**src/rtl/r_type_ctrl_if.sv**
```systemverilog
// r_type_ctrl_if: instruction handshake and datapath control bundle for r_type_ctrl
interface r_type_ctrl_if;
  logic [31:0] instr;
  logic        instr_valid;
  logic        instr_ready;
  logic        hold;
  logic [4:0]  R_Addr_A;
  logic [4:0]  R_Addr_B;
  logic [4:0]  W_Addr;
  logic [3:0]  ALU_OP;
  logic        Reg_Write;
  logic        rr_pulse;
  logic        f_pulse;
  logic        wb_pulse;
  logic        illegal;
  logic [31:0] retired_cnt;
  modport master (
    output instr, instr_valid, hold,
    input  instr_ready, R_Addr_A, R_Addr_B, W_Addr, ALU_OP, Reg_Write,
           rr_pulse, f_pulse, wb_pulse, illegal, retired_cnt
  );
  modport slave (
    input  instr, instr_valid, hold,
    output instr_ready, R_Addr_A, R_Addr_B, W_Addr, ALU_OP, Reg_Write,
           rr_pulse, f_pulse, wb_pulse, illegal, retired_cnt
  );
endinterface

```
**src/rtl/r_type_ctrl.sv**
```systemverilog
// r_type_ctrl: multi-cycle RV32I R-type sequencer stepping the datapath through RR, EX and WB
module r_type_ctrl (
  input logic          clk,
  input logic          rst,
  r_type_ctrl_if.slave bus
);
  typedef enum logic [2:0] {IDLE, RR, EX, WB, ILL} state_t;
  state_t      state_q;
  logic [31:0] ir_q;
  logic [31:0] cnt_q;
  logic        legal;
  always_comb
    legal = bus.instr[6:0] == 7'b0110011 &&
            (bus.instr[31:25] == 7'b0000000 ||
             (bus.instr[31:25] == 7'b0100000 &&
              (bus.instr[14:12] == 3'b000 || bus.instr[14:12] == 3'b101)));
  always_ff @(posedge clk)
    if (rst) begin
      state_q <= IDLE;
      ir_q    <= '0;
      cnt_q   <= '0;
    end else begin
      case (state_q)
        IDLE: if (bus.instr_valid) begin
          ir_q    <= bus.instr;
          state_q <= legal ? RR : ILL;
        end
        RR: state_q <= bus.hold ? RR : EX;
        EX: state_q <= bus.hold ? EX : WB;
        WB: if (!bus.hold) begin
          state_q <= IDLE;
          cnt_q   <= cnt_q + 32'd1;
        end
        ILL: begin
          state_q <= IDLE;
          cnt_q   <= cnt_q + 32'd1;
        end
        default: state_q <= IDLE;
      endcase
    end
  // Strobes come straight off the state flop; hold only masks them, so each fires once per phase.
  assign bus.instr_ready = state_q == IDLE;
  assign bus.rr_pulse    = state_q == RR && !bus.hold;
  assign bus.f_pulse     = state_q == EX && !bus.hold;
  assign bus.wb_pulse    = state_q == WB && !bus.hold;
  assign bus.illegal     = state_q == ILL;
  assign bus.Reg_Write   = state_q == WB && ir_q[11:7] != 5'd0;
  assign bus.R_Addr_A    = ir_q[19:15];
  assign bus.R_Addr_B    = ir_q[24:20];
  assign bus.W_Addr      = ir_q[11:7];
  assign bus.ALU_OP      = {ir_q[30], ir_q[14:12]};
  assign bus.retired_cnt = cnt_q;
endmodule

```
**src/flat_wrapper.sv**
```systemverilog
// flat-port wrapper written by rule: the top's interface ports become plain ports
module r_type_ctrl_flat 
  (clk, rst, bus_instr, bus_instr_valid, bus_hold, bus_instr_ready, bus_R_Addr_A, bus_R_Addr_B, bus_W_Addr, bus_ALU_OP, bus_Reg_Write, bus_rr_pulse, bus_f_pulse, bus_wb_pulse, bus_illegal, bus_retired_cnt);
  r_type_ctrl_if bus_i ();
  input logic clk;
  input logic rst;
  input wire logic [$bits(bus_i.instr)-1:0] bus_instr;
  input wire logic [$bits(bus_i.instr_valid)-1:0] bus_instr_valid;
  input wire logic [$bits(bus_i.hold)-1:0] bus_hold;
  output wire logic [$bits(bus_i.instr_ready)-1:0] bus_instr_ready;
  output wire logic [$bits(bus_i.R_Addr_A)-1:0] bus_R_Addr_A;
  output wire logic [$bits(bus_i.R_Addr_B)-1:0] bus_R_Addr_B;
  output wire logic [$bits(bus_i.W_Addr)-1:0] bus_W_Addr;
  output wire logic [$bits(bus_i.ALU_OP)-1:0] bus_ALU_OP;
  output wire logic [$bits(bus_i.Reg_Write)-1:0] bus_Reg_Write;
  output wire logic [$bits(bus_i.rr_pulse)-1:0] bus_rr_pulse;
  output wire logic [$bits(bus_i.f_pulse)-1:0] bus_f_pulse;
  output wire logic [$bits(bus_i.wb_pulse)-1:0] bus_wb_pulse;
  output wire logic [$bits(bus_i.illegal)-1:0] bus_illegal;
  output wire logic [$bits(bus_i.retired_cnt)-1:0] bus_retired_cnt;
  assign bus_i.instr = bus_instr;
  assign bus_i.instr_valid = bus_instr_valid;
  assign bus_i.hold = bus_hold;
  assign bus_instr_ready = bus_i.instr_ready;
  assign bus_R_Addr_A = bus_i.R_Addr_A;
  assign bus_R_Addr_B = bus_i.R_Addr_B;
  assign bus_W_Addr = bus_i.W_Addr;
  assign bus_ALU_OP = bus_i.ALU_OP;
  assign bus_Reg_Write = bus_i.Reg_Write;
  assign bus_rr_pulse = bus_i.rr_pulse;
  assign bus_f_pulse = bus_i.f_pulse;
  assign bus_wb_pulse = bus_i.wb_pulse;
  assign bus_illegal = bus_i.illegal;
  assign bus_retired_cnt = bus_i.retired_cnt;
  r_type_ctrl u_core (.clk(clk), .rst(rst), .bus(bus_i));
endmodule
```
**config.mk**
```make
export PLATFORM = sky130hd
export DESIGN_NAME = r_type_ctrl_flat
export DESIGN_NICKNAME = d
export VERILOG_FILES = /design/src/rtl/r_type_ctrl_if.sv /design/src/rtl/r_type_ctrl.sv /design/src/flat_wrapper.sv
export SDC_FILE = /design/constraint.sdc
export NUM_CORES = 1
export LEC_CHECK = 0
export ABC_AREA = 0
export CAP_MARGIN = 20
export CORE_ASPECT_RATIO = 1.1
export CORE_MARGIN = 2
export CORE_UTILIZATION = 39
export DETAILED_ROUTE_END_ITERATION = 6
export PLACE_DENSITY = 0.77
export SYNTH_ARGS = -nofsm -noshare
export SYNTH_HDL_FRONTEND = slang
export SYNTH_SLANG_ARGS = --single-unit
```
**constraint.sdc**
```tcl
create_clock -name clk -period 2.15 [get_ports clk]
set_input_delay 0.645 -clock clk [delete_from_list [all_inputs] [get_ports clk]]
set_output_delay 0.645 -clock clk [all_outputs]
set_load 0.02 [all_outputs]
```
=== Word-level counts from Yosys, hierarchy flattened ===
Cells that the tools add are included.

* Equality and inequality tests: 9
* Reductions and logical operators: 17
* Add/subtract/negate cells: 1
* Mux-type cells: 8

{| class="wikitable"
|+ Operator list
! kind !! number
|-
| $pmux W32 S2 || 1
|-
| $add A32 B1 Y32 const B || 1
|-
| $mux W32 || 1
|-
| $eq A7 B6 Y1 const B || 2
|-
| $pmux W3 S4 || 1
|-
| $mux W3 || 3
|-
| $logic_not A7 Y1 || 1
|-
| $eq A3 B2 Y1 const B || 2
|-
| $eq A3 B3 Y1 const B || 2
|-
| $logic_and A1 B1 Y1 || 6
|-
| $logic_not A3 Y1 || 2
|-
| $reduce_and A2 Y1 || 3
|-
| $reduce_bool A5 Y1 || 1
|-
| $ne A2 B2 Y1 const B || 2
|-
| $eq A3 B1 Y1 const B || 1
|-
| $logic_or A1 B1 Y1 || 2
|-
| $mux W2 || 1
|-
| $reduce_bool A2 Y1 || 1
|-
| $logic_not A1 Y1 || 1
|-
| $mux W1 || 1
|}

* Bits of input ports: 36
* Flip-flop bits (word level): 66
* Logic and storage cells: 38
* Output and inout bits: 57

=== Longest topological paths before layout ===
* Word-level depth: 8
* Gate-level depth with buffers: 8
* Depth with buffers taken out: 5

=== Worst setup path before layout ===
Ideal clock, no wire load.

* Path type: input port to flip-flop
* Start: input port bus_hold
* End: register u_core.cnt_q[20], in the netlist u_core.bus.retired_cnt[20]
* Arrival time: 1.985 ns
* Path buffers: 2
* Library setup time: 0.070 ns
* Required time: 2.080 ns
* Path slack: 0.095 ns
* Cell stages on the path: 6
* Cells stage by stage: and4bb_2 -> buf_4 -> o211ai_1 -> buf_2 -> or4_1 -> a21oi_1

* Word-level cells in the longest chain between the ends: 2

{| class="wikitable"
|+ Ends and longest elaborated chain
! item !! RTL line !! text
|-
| from (decl) || flat_wrapper.sv:9 || <nowiki>input wire logic [$bits(bus_i.hold)-1:0] bus_hold;</nowiki>
|-
| $ne A2 B2 Y1 (no source line) || - ||
|-
| $reduce_and A2 Y1 (no source line) || - ||
|-
| to (signal assigned) || r_type_ctrl.sv:32 || <nowiki>cnt_q <= cnt_q + 32'd1;</nowiki>
|-
| to (signal assigned) || r_type_ctrl.sv:36 || <nowiki>cnt_q <= cnt_q + 32'd1;</nowiki>
|-
| to (decl) || r_type_ctrl.sv:10 || <nowiki>logic [31:0] cnt_q;</nowiki>
|}

Every way passes these cells.
A chain may end at the register's enable or synchronous reset.

=== Worst setup path in the final report ===
* Start: register u_core.cnt_q[27], in the netlist u_core.bus.retired_cnt[27]
* End: output port bus_retired_cnt[27]

{| class="wikitable"
|+ RTL lines
! item !! RTL line !! text
|-
| to (decl) || flat_wrapper.sv:20 || <nowiki>output wire logic [$bits(bus_i.retired_cnt)-1:0] bus_retired_cnt;</nowiki>
|}

No word-level cell between the ends.

==> metrics.cfg <==
[run_status]
status=finished clean

[die]
start_util_pct=39.7
ios=93
core_area_sq_mm=0.00608
die_w_um=79.0
die_h_um=86.5
die_area_sq_mm=0.00684
rows=30

[clock_network]
cts_buffers=5
cts_root_buffer=clkbuf_8
clk_path_buf_depth=2
clk_pin_slew_ns=0.10
cts_sinks=54
cts_tree=done
clk_latency_ns=0.31
cts_hold_buffers=0
htree_levels=2

[pwr]
power.leakage_nw=1.24
power_density_mw_per_mm2=531
total_power_mw=1.95
vdd_drop_max_mv=0.279

[setup_path]
path_cells=clkdlybuf4s50_1
cp.required_ns=1.50
crit_path_end_kind=output port
crit_type=reg2out
path_max_fanout=6
worst_path_max_delay_cell=clkdlybuf4s50_1
critical_path.max_stage_delay_ns=0.67
crit_path_start_kind=flip-flop
crit_arrival_ns=1.42
crit_buf_inv=1
cpLargestDelayFamily=buffers and inverters

[synth]
synth-edff-count=0
async_reset_ff_share_pct=0
netlist_area_sq_mm=0.00241
synth_fp_nets=327
yosysSeqAreaShare_pct=44.8
synth_cells=290
synthTopCellsByArea=dfxtp_1 (45%), a21oi_1 (9.3%), nand2_1 (7.3%)
yosysWarnings=0
yosysTopAreaCellShare_pct=44.8
avgSynthCellArea_sq_um=8.33
yosysTopAreaCell=dfxtp_1
synth_seq_cells=54
ys_types=34
synth_flop_cell=dfxtp_1

[detailed_routing]
avgRoutedWirePerCell_um=13.9
drc_errors=0
first_iter_violations=62
num_vias=2491
dr.pass1.iters=4
via_per_inst=5.27
drt.antenna.violating_nets=0
drt-total-wl_um=6570

[sta]
fin_skew_ns=0.0107
finalCritPeriodShare_pct=95.8
rsz0062_at_grt=no
fmax_ghz=0.485
worst_pin_slew_ns=0.434
hold_viol=0
maxSlewViolCount=0
setup_viol=0
min_period_ns=2.06
relSlewSlack_pct=71.1

[grt]
grt_pass1_vias=2280
grt_pass1_wl_um=10400
track_usage_pct=18.5
antenna_found_initial=0
grt_max_degree=22
globalRouteOverflowTotal=0

[place]
io_buffers=92
hpwl_um=4510
place_congestion=0.767

[finish]
diodes=0
fin_util_pct=60.4
nFillCells=563
drive_gt1_share_pct=13.2
nNetsFinal=429
area_growth_pct=52.0

[worst_hold_path]
hold_path_class=reg2reg

[job]
maxCapViolations=0

timing repair:
| item | in CTS | in global routing |
|---|---|---|
| setup endpoints to repair | 30 | 20 |
| pin swaps | 1 | 2 |
| gates cloned | 0 | 2 |
| buffers inserted | 0 | 1 |
| resized for setup | 21 | 13 |
worst paths after layout:
check,slack [ns],end,depth (start not counted),start
setup / recovery,0.09,bus_retired_cnt[27],1,u_core.bus.retired_cnt[27]
hold / removal,0.46,u_core.ir_q[16],2,u_core.ir_q[16]
setup reg to reg,0.15,u_core.bus.retired_cnt[30],5,u_core.bus.retired_cnt[10]
hold reg to reg,0.46,u_core.ir_q[16],2,u_core.ir_q[16]
Yosys cell counts, types with 6 or more instances:
master     n
nor2_1    10
inv_1      7
o21ai_0    9
xor2_1     8
or3_1      8
nand2_1   47
buf_2      6
or4_1     18
o31ai_1   17
a21oi_1   45
nand3_1    6
dfxtp_1   54
clkbuf_1  12
cell usage in the layout (no fill, tap or decap), types with 9 or more instances in the layout:
cell type and count:
clkdlybuf4s50_1 84, nand2_1 47, a21oi_1 45, dfxtp_1 45, or4_1 18, buf_4 18
o31ai_1 17, nor2_1 10, o21ai_0 9
routing by layer:
metal / routed length [um] / track usage, %
met5: 0 / 0
met4: 19 / 4.08
met3: 582 / 6.04
met2: 3060 / 30.0
met1: 2910 / 24.1
cell families after synthesis:
kind of cell | synth area share [%]
xor+xnor | 3.63
flops | 44.8
fa+ha+maj | 0.518
buf+inv | 4.97
simple gates | 26.6
compound gates | 19.5
registers in the layout, summed over array words and instances (netlist names):
signal and count:
u_core.bus.retired_cnt 32, u_core.ir_q 19, u_core.state_q 3
area by class of cell:
class	instances	area, sq um	share of cell area [%]
multi-input cells	208	1230	33.5
flip-flops and latches	54	1090	29.8
clock buffers	5	68.8	1.87
inverters	7	26.3	0.716
repair buffers	116	1110	30.1
clock inverters	3	45.0	1.23
well taps	80	100	2.73
metrics by stage:
step                      setup slack (ns)  cells  instance area [sq um]  hold WS [ns]  setup TNS (ns)
after floorplan                     0.0946    290                   2410         0.496               0
after global placement              -0.606    462                   3520         0.443          -13.26
after detailed placement            -0.608    462                   3520         0.449          -14.17
after CTS                           0.0122    470                   3630         0.464               0
after global routing               0.00566    473                   3670         0.483               0
final                               0.0897    473                   3670         0.458               0
where the power goes:
part | internal, mW | total, mW | switching, mW
logic | 0.125 | 0.231 | 0.106
registers | 1.02 | 1.04 | 0.0168
clock network | 0.347 | 0.679 | 0.333
Power figures use the tool's default switching activity.
